`src/rtl/time_entry_buffer.sv`:
```
// MM:SS keypad entry buffer: debounces BCD digits, shifts them in from the right and commits on start_key.
// Optional macro SECONDS_CLAMP_EN clamps a seconds-tens digit of 6..9 to 59 at commit.
module time_entry_buffer #(
  parameter int DEBOUNCE_CYCLES = 4
) (
  input  logic       clk,
  input  logic       rst,
  input  logic [3:0] D,
  input  logic       valid,
  input  logic       clear_key,
  input  logic       start_key,
  output logic [3:0] min_tens,
  output logic [3:0] min_ones,
  output logic [3:0] sec_tens,
  output logic [3:0] sec_ones,
  output logic [2:0] digit_count,
  output logic       load,
  output logic       locked,
  output logic [1:0] dbg_state
);

  typedef enum logic [1:0] {
    S_IDLE   = 2'd0,
    S_ENTRY  = 2'd1,
    S_FULL   = 2'd2,
    S_LOCKED = 2'd3
  } state_t;

  localparam logic [3:0] DEB = DEBOUNCE_CYCLES[3:0];

  state_t     r_state;
  state_t     w_state_next;

  logic [3:0] r_prev_d;
  logic       r_prev_valid;
  logic [3:0] r_cnt;
  logic       r_armed;
  logic       r_start_prev;

  logic [3:0] r_min_tens;
  logic [3:0] r_min_ones;
  logic [3:0] r_sec_tens;
  logic [3:0] r_sec_ones;
  logic [2:0] r_count;
  logic       r_load;

  logic [3:0] w_run;
  logic       w_fire;
  logic       w_digit_ok;
  logic       w_start_rise;
  logic       w_commit;
  logic       w_accept;

  // w_run is the length of the current steady press including this cycle.
  always_comb begin
    w_run = 4'd0;
    if (valid) begin
      if (r_prev_valid && (D == r_prev_d)) begin
        w_run = (r_cnt == 4'hF) ? r_cnt : (r_cnt + 4'd1);
      end else begin
        w_run = 4'd1;
      end
    end
  end

  always_comb begin
    w_fire       = r_armed && valid && (w_run == DEB);
    w_digit_ok   = (D <= 4'd9);
    w_start_rise = start_key && !r_start_prev;
    w_commit     = w_start_rise && !clear_key &&
                   ((r_state == S_ENTRY) || (r_state == S_FULL));
    // Clear and commit both win over a digit finishing its debounce this cycle.
    w_accept     = w_fire && w_digit_ok && !clear_key && !w_commit &&
                   ((r_state == S_IDLE) || (r_state == S_ENTRY));
  end

  always_ff @(posedge clk or posedge rst) begin
    if (rst) begin
      r_state <= S_IDLE;
    end else begin
      r_state <= w_state_next;
    end
  end

  always_comb begin
    w_state_next = r_state;
    if (clear_key) begin
      w_state_next = S_IDLE;
    end else if (w_commit) begin
      w_state_next = S_LOCKED;
    end else if (w_accept) begin
      case (r_state)
        S_IDLE:  w_state_next = S_ENTRY;
        S_ENTRY: w_state_next = (r_count == 3'd3) ? S_FULL : S_ENTRY;
        default: w_state_next = r_state;
      endcase
    end
  end

  always_comb begin
    locked    = (r_state == S_LOCKED);
    dbg_state = r_state;
  end

  always_ff @(posedge clk or posedge rst) begin
    if (rst) begin
      r_prev_d     <= 4'd0;
      r_prev_valid <= 1'b0;
      r_cnt        <= 4'd0;
      r_armed      <= 1'b1;
      r_start_prev <= 1'b0;
    end else begin
      r_prev_d     <= D;
      r_prev_valid <= valid;
      r_cnt        <= w_run;
      r_start_prev <= start_key;
      // A fired press stays consumed until the key is released.
      if (!valid) begin
        r_armed <= 1'b1;
      end else if (w_fire) begin
        r_armed <= 1'b0;
      end
    end
  end

  always_ff @(posedge clk or posedge rst) begin
    if (rst) begin
      r_min_tens <= 4'd0;
      r_min_ones <= 4'd0;
      r_sec_tens <= 4'd0;
      r_sec_ones <= 4'd0;
      r_count    <= 3'd0;
      r_load     <= 1'b0;
    end else begin
      r_load <= w_commit;
      if (clear_key) begin
        r_min_tens <= 4'd0;
        r_min_ones <= 4'd0;
        r_sec_tens <= 4'd0;
        r_sec_ones <= 4'd0;
        r_count    <= 3'd0;
      end else if (w_commit) begin
`ifdef SECONDS_CLAMP_EN
        if (r_sec_tens >= 4'd6) begin
          r_sec_tens <= 4'd5;
          r_sec_ones <= 4'd9;
        end
`else
        r_sec_tens <= r_sec_tens;
`endif
      end else if (w_accept) begin
        r_min_tens <= r_min_ones;
        r_min_ones <= r_sec_tens;
        r_sec_tens <= r_sec_ones;
        r_sec_ones <= D;
        r_count    <= r_count + 3'd1;
      end
    end
  end

  assign min_tens    = r_min_tens;
  assign min_ones    = r_min_ones;
  assign sec_tens    = r_sec_tens;
  assign sec_ones    = r_sec_ones;
  assign digit_count = r_count;
  assign load        = r_load;

endmodule

```
`config.mk`:
```
export PLATFORM = sky130hd
export DESIGN_NAME = time_entry_buffer
export DESIGN_NICKNAME = d
export VERILOG_FILES = /design/src/rtl/time_entry_buffer.sv
export SDC_FILE = /design/constraint.sdc
export NUM_CORES = 1
export LEC_CHECK = 0
export ABC_CLOCK_PERIOD_IN_PS = 2100
export CAP_MARGIN = 10
export CORE_MARGIN = 2
export CORE_UTILIZATION = 45
export DETAILED_ROUTE_END_ITERATION = 8
export PLACE_DENSITY = 0.74
export SYNTH_ARGS = -nofsm -noshare
export SYNTH_HDL_FRONTEND = slang
export SYNTH_SLANG_ARGS = --single-unit
```
`constraint.sdc`:
```
create_clock -name clk -period 2.1 [get_ports clk]
set_input_delay 0.525 -clock clk [delete_from_list [all_inputs] [get_ports clk]]
set_output_delay 0.525 -clock clk [all_outputs]
set_load 0.01 [all_outputs]
```
# --- Word-level counts from Yosys, hierarchy flattened ---
# Index checks and enable logic that the tools add are counted.
op_classes:
  eq_ne: 9
  magnitude_cmp: 1
  n_addsub: 2
  reduce_logical: 21
  mux: 25
op_table:
  columns: ["cell", "n"]
  rows:
  - ["4-bit two-way mux", 15]
  - ["1-bit logical AND", 10]
  - ["3-bit two-way mux", 3]
  - ["2-bit two-way mux", 4]
  - ["4-bit by 1-bit adder with 4-bit output (second input constant)", 1]
  - ["2-bit == test (second input constant)", 2]
  - ["4-bit by 3-bit == test with 1-bit output (second input constant)", 1]
  - ["4-bit == test", 1]
  - ["4-bit == test (second input constant)", 1]
  - ["4-bit less-or-equal comparator (second input constant)", 1]
  - ["2-bit one-hot mux with 2 select lines", 1]
  - ["2-bit AND reduction", 2]
  - ["4-bit nonzero test", 1]
  - ["3-bit by 1-bit adder with 3-bit output (second input constant)", 1]
  - ["3-bit by 2-bit == test with 1-bit output (second input constant)", 1]
  - ["1-bit zero test", 3]
  - ["3-bit nonzero test", 1]
  - ["2-bit by 1-bit == test with 1-bit output (second input constant)", 1]
  - ["2-bit zero test", 1]
  - ["1-bit logical OR", 2]
  - ["1-bit two-way mux", 2]
  - ["2-bit by 1-bit inequality test with 1-bit output (second input constant)", 1]
  - ["2-bit inequality test (second input constant)", 1]
  - ["2-bit nonzero test", 1]
totals:
  regBits: 33
  output_inout_bits: 23

# --- Depth between registers and ports, before layout ---
depth:
  word_depth: 13
  depth_mapped: 8
  mapped_depth_nobuf: 7

# --- Worst setup path before layout ---
# No wires, ideal clock.
synth_timing:
  kind: "reg2reg"
  from: "register r_state[0], in the netlist dbg_state[0]"
  to: "register r_count[1], in the netlist digit_count[1]"
  stages_incl_launch_ff: 9
  required_ns: 1.975
  setup_slack_ns: -0.132
  setup_time_ns: 0.125
  t_arrival_ns: 2.107
  path_cell_list: "dfrtp_1 inv_1 ha_1 nand2_1 nor3_2 or4b_4 nor3_4 buf_6 mux2_4"
synth_between:
  elab_chain_cells: 8
synth_rtl:
  columns: ["element", "line_no", "rtl"]
  rows:
  - ["from (decl)", "31", "state_t r_state;"]
  - ["from (signal assigned)", "81", "r_state <= w_state_next;"]
  - ["2-bit by 1-bit == test with 1-bit output or 2-bit == test (tied branches)", "71", "((r_state == S_ENTRY) || (r_state == S_FULL));"]
  - ["1-bit logical OR (*)", "71", null]
  - ["1-bit logical AND (*)", "70", "w_commit = w_start_rise && !clear_key &&"]
  - ["net w_commit", "51", "logic w_commit;"]
  - ["1-bit zero test", "73", "w_accept = w_fire && w_digit_ok && !clear_key && !w_commit &&"]
  - ["1-bit logical AND (2 in series)", "73", null]
  - ["2-bit nonzero test (no source line)", null, null]
  - ["2-bit AND reduction (no source line) (*)", null, null]
  - ["to (signal assigned)", "156", "r_count <= r_count + 3'd1;"]
  - ["to (decl)", "44", "logic [2:0] r_count;"]
# The timed path passes the listed nets; every way through them passes the cells marked *.
# A chain may end at the register's enable or synchronous reset.

# --- Worst setup path in the final report ---
layout_timing:
  from: "register r_cnt[0]"
  to: "register r_sec_tens[1], in the netlist sec_tens[1]"
layout_between:
  elab_chain_cells: 12
layout_rtl:
  columns: ["element", "line_no", "rtl"]
  rows:
  - ["from (decl)", "36", "logic [3:0] r_cnt;"]
  - ["from (signal assigned)", "115", "r_cnt <= w_run;"]
  - ["4-bit by 1-bit adder with 4-bit output or 4-bit == test (tied branches)", "59", "w_run = (r_cnt == 4'hF) ? r_cnt : (r_cnt + 4'd1);"]
  - ["4-bit two-way mux (*)", "59", null]
  - ["4-bit two-way mux (*)", "58", "if (r_prev_valid && (D == r_prev_d)) begin"]
  - ["4-bit two-way mux (*)", "57", "if (valid) begin"]
  - ["4-bit by 3-bit == test with 1-bit output (*)", "67", "w_fire = r_armed && valid && (w_run == DEB);"]
  - ["1-bit logical AND (*)", "67", null]
  - ["1-bit logical AND (*) (4 in series)", "73", null]
  - ["2-bit nonzero test (no source line) (*)", null, null]
  - ["2-bit AND reduction (no source line) (*)", null, null]
  - ["to (signal assigned)", "149", "r_sec_tens <= r_sec_tens;"]
  - ["to (signal assigned)", "154", "r_sec_tens <= r_sec_ones;"]
  - ["to (decl)", "42", "logic [3:0] r_sec_tens;"]
# Mark *: on every way between the ends. The rest lies on a longest branch, timed or not.

==> results_dict.tcl <==
set metrics [dict create \
    dieWidth_um 64.7 \
    drt-pass1-iter-count 3 \
    grt_antenna_before_repair 0 \
    share_of_post_route_cells_with_drive_strength_above_1_pct 31.9 \
    hold_buffers 0 \
    cts_setup_buffers 0 \
    worst_vdd_rail_ir_drop_v 0.000254 \
    post_synth_inst_count 128 \
    dr_total_vias 1105 \
    ys_dominant_reg_cell "dfrtp_1" \
    first_global_vias 1120 \
    portBuffers 31 \
    syn2layout_area_growth_pct 34.9 \
    grt_overflow_total 0 \
    clk_buf_depth 2 \
    violations "negative setup slack" \
    synth.top_cells.by_count "32 x dfrtp_1, 16 x mux2_4, 10 x nor2b_1" \
    final_nets 196 \
    drt_via_density 4.80 \
    yosysUniqueCellTypes 33 \
    detailed_place_hpwl_um 2260 \
    clock-skew-final_ps 8.99 \
    grt_usage_pct 17.0 \
    grt_pass1_wl_um 5280 \
    yosysTopAreaCellShare_pct 48.3 \
    initial_core_util_pct 46.0 \
    ff2ff_path_depth 7 \
    min_to "r_cnt[0]" \
    timing_max_transition_violations_final 0 \
    endpoint_kind "flop" \
    dp_slack_ps -532 \
    slew-limit-headroom_pct 72.7 \
    reg2reg_from "r_cnt[0]" \
    ctsHtreeMaxLevel 2 \
    rrSetupSlack_ps -210 \
    ant_nets 0 \
    worstPathMaxFanout 18 \
    clk-insertion-delay-late_ps 280 \
    outcome "finished, violations left" \
    routed_wl_um 3020 \
    worstSetupStartpointType "flop" \
    pwr_density_cell_nw_per_um2 529 \
    synth_top_cell_by_area "dfrtp_1" \
    leakage_power_nw 1.04 \
    rsz0062_at_grt "yes" \
    yosys.cell_count.top_type "dfrtp_1" \
    synth-edff-count 0 \
    die_outline_area_sq_um 4190 \
    dieHeight_um 64.7 \
    clock-sinks 33 \
    detail_route.iter0.violations 43 \
    diodes 0 \
    synth.ff_latch_count 33 \
    remaining_drc_errors 0 \
    final.period_utilization_pct 110 \
    yosysSeqAreaShare_pct 49.9 \
    final_period_minus_worst_setup_slack_ps 2310 \
    critPathRequiredTime_ps 2260 \
    hold_violations 0 \
    cts_tree "built" \
    clk_pin_slew_ps 70 \
    ios 32 \
    synth-async-reset-ratio_pct 100 \
    drt-wirelength-per-cell_um 13.1 \
    synth_top_cells_by_area "dfrtp_1 48%, mux2_4 14%, ha_1 4.5%" \
    postSynthAreaPerCell_sq_um 13.0 \
    criticalPathCategory "flop to flop" \
    synth_nets 143 \
    std_cell_rows 22 \
    netlist_area_sq_um 1660 \
    clockRootBuffer "clkbuf_8" \
    hold_path.startpoint "r_prev_valid" \
    worst_slew_pin_tran_ps 410 \
    reg2reg_to "sec_tens[1]" \
    final_tns_setup_ps -3820 \
    max_freq_mhz 432 \
    routabilityCongestion 0.738 \
    worst-endpoint-arrival_ps 2480 \
    min_delay_path_depth 1 \
    maxCapViolations 0 \
    ys.warnings.count 0 \
    timing.final.setup_violations 21 \
    floorplan_core_area_sq_um 3610 \
    cts_buffers 5 \
    grt_max_degree 34 \
    worst_hold_path_type "flop to flop" \
    fin_ws_ps -215 \
]
==> how the worst max path moves through the flow <==
stage / cells after the start / slack, ps / endpoint / start
after floorplan: 7 / -130 / digit_count[1] / r_cnt[0]
after global placement: 7 / -480 / dbg_state[1] / clear_key
after detailed placement: 7 / -530 / dbg_state[1] / D[1]
after CTS: 7 / -250 / sec_tens[1] / r_cnt[0]
after global routing: 8 / -330 / dbg_state[1] / r_cnt[0]
final: 7 / -210 / sec_tens[1] / r_cnt[0]
==> where the power goes <==
part	internal (mW)	switching, mW	leakage [nW]
clock network	0.228	0.232	0.0439
logic	0.0373	0.0388	0.553
registers	0.643	0.00353	0.442
==> metal layers <==
| metal | up-vias | GRT usage [%] | share of wire [%] |
|---|---|---|---|
| met5 | - | 0 | 0 |
| met3 | 4 | 4.86 | 3.6 |
| met2 | 22 | 27.2 | 50 |
| met4 | 0 | 7.18 | 1.6 |
| met1 | 538 | 21.5 | 44 |
| li1 | 541 | - | - |
==> placed cells by master, fill, tap and decap left out, types with 2 or more instances in the layout <==
| cell | netlist | final |
|---|---|---|
| dfrtp_1 | 32 | 32 |
| clkdlybuf4s50_1 | 0 | 31 |
| buf_4 | 0 | 17 |
| mux2_4 | 16 | 16 |
| nor2b_1 | 10 | 10 |
| and2b_2 | 7 | 7 |
| nor2_1 | 6 | 6 |
| nand2_1 | 6 | 6 |
| ha_1 | 6 | 6 |
| mux2i_1 | 5 | 5 |
| inv_1 | 5 | 5 |
| clkbuf_8 | 0 | 5 |
| xor2_1 | 4 | 4 |
| nand3_1 | 3 | 3 |
| a21oi_1 | 3 | 3 |
| o21ai_0 | 2 | 2 |
| a31oi_1 | 2 | 2 |
| clkinv_2 | 0 | 2 |
==> per-stage QoR <==
| stage | hold slack, ps | power, mW | std cells | cell area (sq um) | util [%] |
|---|---|---|---|---|---|
| after global routing | 507 | 1.25 | 230 | 2240 | 62.0 |
| after CTS | 474 | 1.20 | 230 | 2240 | 62.0 |
| after detailed placement | 456 | 0.736 | 222 | 2150 | 59.5 |
| after floorplan | 424 | 0.693 | 128 | 1660 | - |
| after global placement | 460 | 0.734 | 222 | 2150 | 59.5 |
| final | 473 | 1.18 | 230 | 2240 | 62.0 |
==> kinds of logic (layout without fill, tap and decap cells) <==
kind of cell,Yosys count,after routing,share of synthesized area [%]
buffers and inverters,10,64,3.77
adder cells (fa/ha/maj),6,6,4.53
flip-flops,33,33,49.9
XOR/XNOR,5,5,2.64
AND/OR/NAND/NOR,42,42,17.2
AO/OA/AOI/OAI,10,10,3.77
multiplexers,22,22,18.2
==> state kept, by name, summed over array words and instances, names as in the netlist <==
register	flops
r_cnt	4
sec_ones	4
min_tens	4
r_armed	1
r_prev_d	4
min_ones	4
r_prev_valid	1
load	1
dbg_state	2
digit_count	3
sec_tens	4
r_start_prev	1
==> layout make-up <==
class                           instances  area, sq um
Multi-Input combinational cell         85          768
Inverter                                6         25.0
Tap cell                               48         60.1
Clock buffer                            5         68.8
Clock inverter                          3         17.5
Fill cell                             292         1370
Timing Repair Buffer                   50          469
Sequential cell                        33          827
==> worst max-delay path: stages, from the launching register on <==
cell	delay (ps)
dfrtp_1	380
ha_1	310
and2b_1	220
o21ai_1	70
or4b_4	500
nor3_4	170
buf_12	210
mux2_1	330
==> timing repair <==
| action | CTS | global route |
|---|---|---|
| setup endpoints to repair | 21 | 21 |
| pin swaps | 0 | 0 |
| resized for setup | 1 | 0 |
(Power assumes the default switching activity.)
